[src/rtl/seq_playback_ctrl.sv]
`default_nettype none
// ============================================================================
//  Module   : seq_playback_ctrl
//  Purpose  : Plays back the stored Simon pattern. On start it walks the
//             sequence RAM from address 0 to len-1. Each stored colour lights
//             one LED for ON_CYCLES clocks, then the LEDs go dark for
//             OFF_CYCLES clocks. done pulses after the last element.
//  Ports    : clk      - rising-edge clock
//             rst      - asynchronous active-low reset
//             start    - one-cycle playback request (IDLE only)
//             abort    - stop playback at once, no done
//             len      - elements to play, sampled with start
//             mem_data - colour index, valid the cycle after mem_rd
//             mem_addr - sequence RAM read address
//             mem_rd   - sequence RAM read strobe
//             led      - one-hot lit LED, 0 when dark
//             busy     - high whenever not IDLE
//             done     - one-cycle end-of-playback pulse
//  Revision : 1.0 - initial release
// ============================================================================
module seq_playback_ctrl #(
    parameter int ADDR_W     = 5,
    parameter int ON_CYCLES  = 25_000_000,
    parameter int OFF_CYCLES = 12_500_000,
    parameter int CNT_W      = 25
) (
    input  logic              clk,
    input  logic              rst,
    input  logic              start,
    input  logic              abort,
    input  logic [ADDR_W:0]   len,
    input  logic [1:0]        mem_data,
    output logic [ADDR_W-1:0] mem_addr,
    output logic              mem_rd,
    output logic [3:0]        led,
    output logic              busy,
    output logic              done
);

    typedef enum logic [2:0] {
        S_IDLE      = 3'd0,
        S_FETCH     = 3'd1,
        S_WAIT_DATA = 3'd2,
        S_ON        = 3'd3,
        S_OFF       = 3'd4,
        S_DONE      = 3'd5
    } state_t;

    localparam logic [CNT_W-1:0] c_on_load   = CNT_W'(ON_CYCLES - 1);
    localparam logic [CNT_W-1:0] c_off_load  = CNT_W'(OFF_CYCLES - 1);
    localparam logic [CNT_W-1:0] c_timer_one = CNT_W'(1);
    localparam logic [ADDR_W:0]  c_len_max   = {1'b1, {ADDR_W{1'b0}}};
    localparam logic [ADDR_W:0]  c_idx_one   = {{ADDR_W{1'b0}}, 1'b1};

    state_t             r_state;
    state_t             w_state_nxt;
    logic [ADDR_W:0]    r_idx;
    logic [ADDR_W:0]    w_idx_nxt;
    logic [ADDR_W:0]    r_len_q;
    logic [ADDR_W:0]    w_len_nxt;
    logic [1:0]         r_color_q;
    logic [1:0]         w_color_nxt;
    logic [CNT_W-1:0]   r_timer;
    logic [CNT_W-1:0]   w_timer_nxt;
    logic               w_last;

    // len_q is never zero while elements are being shown, so len_q-1 cannot wrap here.
    assign w_last = (r_idx == (r_len_q - c_idx_one));

    always_ff @(posedge clk or negedge rst) begin
        if (!rst) begin
            r_state   <= S_IDLE;
            r_idx     <= '0;
            r_len_q   <= '0;
            r_color_q <= '0;
            r_timer   <= '0;
        end else begin
            r_state   <= w_state_nxt;
            r_idx     <= w_idx_nxt;
            r_len_q   <= w_len_nxt;
            r_color_q <= w_color_nxt;
            r_timer   <= w_timer_nxt;
        end
    end

    always_comb begin
        w_state_nxt = r_state;
        w_idx_nxt   = r_idx;
        w_len_nxt   = r_len_q;
        w_color_nxt = r_color_q;
        w_timer_nxt = r_timer;

        // Abort outranks every transition, including the exit from OFF into DONE.
        if ((r_state != S_IDLE) && abort) begin
            w_state_nxt = S_IDLE;
        end else begin
            case (r_state)
                S_IDLE: begin
                    if (start && !abort) begin
                        // Anything longer than the RAM is clamped to its full depth.
                        w_len_nxt = (len > c_len_max) ? c_len_max : len;
                        if (len == '0) begin
                            w_state_nxt = S_DONE;
                        end else begin
                            w_idx_nxt   = '0;
                            w_state_nxt = S_FETCH;
                        end
                    end
                end
                S_FETCH: begin
                    w_state_nxt = S_WAIT_DATA;
                end
                S_WAIT_DATA: begin
                    w_color_nxt = mem_data;
                    w_timer_nxt = c_on_load;
                    w_state_nxt = S_ON;
                end
                S_ON: begin
                    if (r_timer == '0) begin
                        w_timer_nxt = c_off_load;
                        w_state_nxt = S_OFF;
                    end else begin
                        w_timer_nxt = r_timer - c_timer_one;
                    end
                end
                S_OFF: begin
                    if (r_timer == '0) begin
                        if (w_last) begin
                            w_state_nxt = S_DONE;
                        end else begin
                            w_idx_nxt   = r_idx + c_idx_one;
                            w_state_nxt = S_FETCH;
                        end
                    end else begin
                        w_timer_nxt = r_timer - c_timer_one;
                    end
                end
                S_DONE: begin
                    w_state_nxt = S_IDLE;
                end
                default: begin
                    w_state_nxt = S_IDLE;
                end
            endcase
        end
    end

    // Moore outputs: decoded from registered state only.
    always_comb begin
        led      = 4'b0000;
        mem_rd   = 1'b0;
        busy     = (r_state != S_IDLE);
        done     = (r_state == S_DONE);
        mem_addr = r_idx[ADDR_W-1:0];
        if (r_state == S_ON) begin
            led = 4'b0001 << r_color_q;
        end
        if (r_state == S_FETCH) begin
            mem_rd = 1'b1;
        end
    end

endmodule
`default_nettype wire

[config.mk]
export PLATFORM = sky130hd
export DESIGN_NAME = seq_playback_ctrl
export DESIGN_NICKNAME = d
export VERILOG_FILES = /design/src/rtl/seq_playback_ctrl.sv
export SDC_FILE = /design/constraint.sdc
export NUM_CORES = 1
export LEC_CHECK = 0
export CAP_MARGIN = 0
export CORE_MARGIN = 5
export CORE_UTILIZATION = 45
export CTS_BUF_LIST = sky130_fd_sc_hd__clkbuf_4
export DETAILED_ROUTE_END_ITERATION = 16
export PLACE_DENSITY = 0.7
export SYNTH_ARGS = -nofsm -noshare
export SYNTH_HDL_FRONTEND = slang
export SYNTH_SLANG_ARGS = --single-unit
export TNS_END_PERCENT = 50
[constraint.sdc]
create_clock -name clk -period 3.1 [get_ports clk]
set_input_delay 0.775 -clock clk [delete_from_list [all_inputs] [get_ports clk]]
set_output_delay 0.775 -clock clk [all_outputs]
set_load 0.03 [all_outputs]
-- Word-level counts from Yosys, hierarchy flattened
Index checks and enable logic that the tools add are counted.
- add/sub/neg operators: 3
- magnitude comparators: 1
- eq/ne operators: 14
- shift operators: 1
- multiplexer cells: 18
- bitwise logic cells: 1
- reductions and logical operators: 14
- operators by type and width (kind ; count):
    25-bit one-hot mux with 3 select lines ; 1
    25-bit 2-to-1 mux ; 2
    6-bit 2-to-1 mux ; 5
    25-bit logical NOT ; 1
    25-bit by 1-bit subtractor with 25-bit output (second input constant) ; 1
    3-bit 2-to-1 mux ; 6
    3-bit one-hot mux with 5 select lines ; 1
    6-bit one-hot mux with 2 select lines ; 1
    2-bit != test (second input constant) ; 5
    3-bit != test (second input constant) ; 3
    3-bit AND reduction ; 3
    6-bit by 1-bit adder with 6-bit output (second input constant) ; 1
    3-bit by 2-bit == test with 1-bit output (second input constant) ; 2
    3-bit == test (second input constant) ; 2
    6-bit == test ; 1
    6-bit greater-than comparator (second input constant) ; 1
    6-bit logical NOT ; 1
    6-bit AND reduction ; 1
    3-bit nonzero test ; 2
    6-bit by 1-bit subtractor with 6-bit output (second input constant) ; 1
    4-bit 2-to-1 mux ; 1
    1-bit by 2-bit << shifter with 4-bit output (first input constant) ; 1
    3-bit by 1-bit == test with 1-bit output (second input constant) ; 1
    3-bit logical NOT ; 1
    other kinds (6) ; 7
- register bits after elaboration: 42
- input port bits: 12
- output and inout bits: 12
- word-level logic and storage cells: 57

-- Longest topological paths before layout
- depth in word-level cells: 6
- depth in mapped cells: 9
- gate-level depth less buffers: 8

-- Worst setup path after synthesis
OpenSTA, ideal clock, no wires.
- path kind: register to output
- from: reg r_state[1]
- to: out led[2]
- data arrival time: 1.834 ns
- required time: 2.325 ns
- path slack: 0.491 ns
- stages on the path, launching flop included: 6
- buffers on the path: 1
- cells stage by stage: dfrtp_1 > clkbuf_1 > inv_1 > nor2_1 > nand2_1 > nor3b_1
- longest elaborated chain between the ends: 2
- ends and longest elaborated chain (what ; RTL line ; RTL):
    start, declared ; 55 ; state_t r_state;
    start signal, assigned ; 78 ; r_state <= w_state_nxt;
    3-bit by 2-bit == test with 1-bit output ; 155 ; if (r_state == S_ON) begin
    4-bit 2-to-1 mux ; 155 ;
    end, declared ; 35 ; output logic [3:0] led,
Every way passes these cells.

-- Worst setup path after layout
- from: reg r_state[1]
- to: out led[3]
The elaborated chain is that of the path after synthesis.

==> impl_summary.txt <==
----------------------------------------------------
[Worst setup path]
  Crit path launch type ... flip-flop
  Largest fanout on the critical path ... 9
  Source of the worst register-to-register timing path ... r_timer[9]
  Type of the worst setup path ... flip-flop to output port
  Required time reported for the critical path endpoint ... 2.32 ns
  Nature of the critical path endpoint ... output port
  Signal arrival time at the worst endpoint ... 2.07 ns
  Critical Path Start ... r_state[1]

[Placed design]
  Detail Placement HPWL ... 4740 µm
  Placed Instance Area ... 2980 µm²
  Placed cell count ... 392
  Number of buffers added on ports ... 23
  Weighted congestion reported at the end of routability-driven placement ... 0.853

[Timing]
  Slew at the pin with the worst max-slew slack ... 1.16 ns
  Period utilization ... 91.7%
  Fin Setup TNS ... 0 ns
  Setup-failing EPs final ... 0
  Post-layout min period ... 2.84 ns
  Final count of hold timing violations ... 0
  Final clock skew ... 0.0193 ns
  RSZ-0062 raised after global routing ... no
  Total count of max-transition violations in the final report ... 0
  Peak Freq ... 0.352 GHz
  Slew margin rel. ... 22.9%

[Clock tree]
  Clock net sink count ... 42
  Number of buffers created by CTS ... 5
  Number of buffers inserted for hold repair after clock tree synthesis ... 0
  Clock transition at path regs ... 0.13 ns
  Clock tree root driver cell ... sky130_fd_sc_hd__clkbuf_4
  Clock insertion delay at the later pin of the skew report ... 0.37 ns
  TritonCTS clock tree ... built
  Number of buffers on the longest clock path ... 2
  # H-tree levels ... 2

[Finish]
  FILL cells ... 554
  Post-Layout Inst Area ... 3040 µm²
  Finished Core Util ... 52.0%
  Count of non-filler cells in the finished layout ... 400
  Number of nets in the layout ... 340
  # diodes ... 0
  Layout cells sized above 1 ... 12.3%
  Signed area change from the synthesized netlist to the final layout ... 14.0%

[Logic synthesis]
  Number of flops mapped to enable cells by yosys ... 0
  Fraction of registers with async set or reset after synthesis ... 100%
  Most repeated cell in the gate-level netlist after synthesis ... sky130_fd_sc_hd__dfrtp_1
  Cell taking the most area after synthesis ... sky130_fd_sc_hd__dfrtp_1
  Ranking of synthesized cells by area ... sky130_fd_sc_hd__dfrtp_1 39%, sky130_fd_sc_hd__o21ai_0 3.9%, sky130_fd_sc_hd__xnor2_1 3.9%
  Net count after synthesis ... 318
  Synth Warn # ... 0
  Top flip-flop cell by instance count after synthesis ... sky130_fd_sc_hd__dfrtp_1
  Fraction of post-synthesis cell area in the top cell type by area ... 39.3%
  Portion of the post-synthesis area used by sequential elements ... 39.3%
  Total standard cell area after synthesis ... 2670 µm²
  Flop and latch count out of synthesis ... 42
  Commonest cells in the netlist ... 42 x sky130_fd_sc_hd__dfrtp_1, 25 x sky130_fd_sc_hd__nand2_1, 21 x sky130_fd_sc_hd__o21ai_0
  Synthesized instance count ... 302
  Mean Syn Cell Area ... 8.85 µm²
  Synth cell types ... 55

[Floorplanning]
  Area of the die ... 7580 µm²
  Count of standard-cell rows ... 28
  Height of the die ... 87.0 µm
  Number of top-level design ports ... 24
  Std-Cell Core Area ... 5850 µm²
  Chip width ... 87.0 µm
  Starting Density ... 45.7%

[Global route]
  Via count of the first global-routing pass ... 2265
  Initial antenna violation count ... 0
  Pin count of the biggest net entering global routing ... 43
  Tot GR Track Use ... 18.4%
  GRT Residual Overflow ... 0
  Global-route wire length before repair ... 10900 µm

[Routing]
  Post-detailed-route wirelength per cell ... 16.2 µm
  Total vias in the final route ... 2387
  Number of search-and-repair iterations in the first detailed-routing pass ... 4
  Number of nets still failing antenna checks after routing ... 0
  Wire length reported by the detailed router ... 6490 µm
  Vias per std cell ... 5.97
  Initial drt markers ... 184
  Detailed-route DRC error count ... 0

[Power and ir drop]
  Leak Pwr ... 0.00120 µW
  Pwr Density ... 398 nW/µm²
  Overall power after layout ... 1210 µW
  Worst voltage drop across the vdd grid ... 0.300 mV

[Hold path]
  Origin of the worst min-delay path ... r_timer[0]
  Hold Crit Class ... flip-flop to flip-flop

[Status]
  Run status ... completed

[Run]
  Max-cap violations ... 0

----------------------------------------------------
through the flow:
stage | setup WS, ns | hold WS (ns)
floorplan | 0.491 | 0.464
global placement | 0.173 | 0.506
detailed placement | 0.121 | 0.501
CTS | 0.0433 | 0.517
global route | 0.0897 | 0.547
finish | 0.259 | 0.513
cell type report:
class,instances,area [µm²],area share (%)
clock buffer,6,45.0,1.48
tap,75,93.8,3.08
multi-input combinational,233,1490,48.8
sequential,42,1050,34.6
timing repair buffer,34,328,10.8
inverter,8,30.0,0.986
clock inverter,2,8.76,0.288
cell usage in the layout (no fill, tap or decap), types with 2 or more instances in the layout:
master	instances
sky130_fd_sc_hd__or4_4	2
sky130_fd_sc_hd__o41ai_1	2
sky130_fd_sc_hd__o21a_1	3
sky130_fd_sc_hd__nand2b_1	8
sky130_fd_sc_hd__o31ai_1	6
sky130_fd_sc_hd__dlymetal6s2s_1	3
sky130_fd_sc_hd__nor3_1	9
sky130_fd_sc_hd__nor4_1	9
sky130_fd_sc_hd__o21ai_1	2
sky130_fd_sc_hd__nand3b_1	2
sky130_fd_sc_hd__clkbuf_4	6
sky130_fd_sc_hd__nor2_1	19
sky130_fd_sc_hd__o31a_1	2
sky130_fd_sc_hd__and3_1	5
sky130_fd_sc_hd__or2_2	5
sky130_fd_sc_hd__nand2_1	25
sky130_fd_sc_hd__or4_1	9
sky130_fd_sc_hd__nor3b_1	3
sky130_fd_sc_hd__or3_1	5
sky130_fd_sc_hd__a21oi_1	19
sky130_fd_sc_hd__a2111oi_0	3
sky130_fd_sc_hd__xnor2_1	12
sky130_fd_sc_hd__dfrtp_1	41
sky130_fd_sc_hd__a22o_1	4
sky130_fd_sc_hd__a2111oi_2	2
sky130_fd_sc_hd__buf_4	10
sky130_fd_sc_hd__o21ai_0	21
sky130_fd_sc_hd__clkdlybuf4s50_1	19
sky130_fd_sc_hd__inv_1	8
sky130_fd_sc_hd__a31oi_1	4
sky130_fd_sc_hd__mux2_2	3
sky130_fd_sc_hd__nand3_1	16
sky130_fd_sc_hd__ha_1	4
sky130_fd_sc_hd__xor2_1	5
sky130_fd_sc_hd__o22a_1	3
sky130_fd_sc_hd__nand4_1	3
report_power, final:
part / switching [µW] / internal (µW)
registers: 49.0 / 590
logic: 164 / 130
clock network: 182 / 94.2
state kept, by name (all words and copies together) (netlist names):
signal and cells:
r_timer 25, r_len_q 6, r_color_q 2, r_state 3
r_idx 6
path summary, 6_finish.rpt:
path | slack [ns] | depth (start not counted) | to
worst max-delay path | 0.26 | 5 | led[3]
worst min-delay path | 0.51 | 1 | r_timer[0]
worst max register to register | 0.30 | 6 | r_idx[5]
worst min register to register | 0.51 | 1 | r_timer[0]
max in group asynchronous | 1.93 | 1 | r_state[1]
min in group asynchronous | 0.54 | 1 | r_idx[5]
metal layers:
layer | GRT usage, % | share of wire, %
met5 | 0 | 0
met4 | 7.37 | 1.8
met3 | 3.69 | 5.2
met2 | 29.1 | 48
met1 | 24.6 | 45
cell families (layout without fill, tap and decap cells):
logic type	after synthesis	count (layout)	synth area share (%)
compound gates	80	80	20.2
simple gates	129	129	26.7
xor+xnor	17	17	5.57
flops	42	42	39.3
buf+inv	27	50	5.01
mux	3	3	1.26
fa+ha+maj	4	4	1.87
worst max-delay path, stage by stage (launching register included):
cell and delay, ns:
sky130_fd_sc_hd__dfrtp_2 0.46, sky130_fd_sc_hd__inv_1 0.09, sky130_fd_sc_hd__nor2_1 0.15, sky130_fd_sc_hd__buf_4 0.15
sky130_fd_sc_hd__and4_1 0.18, sky130_fd_sc_hd__clkdlybuf4s50_1 0.66
repair_timing:
action,in CTS,in global routing
setup endpoints to repair,0,4
buffers inserted,0,0
resized for setup,0,4
Power figures use the tool's default switching activity.
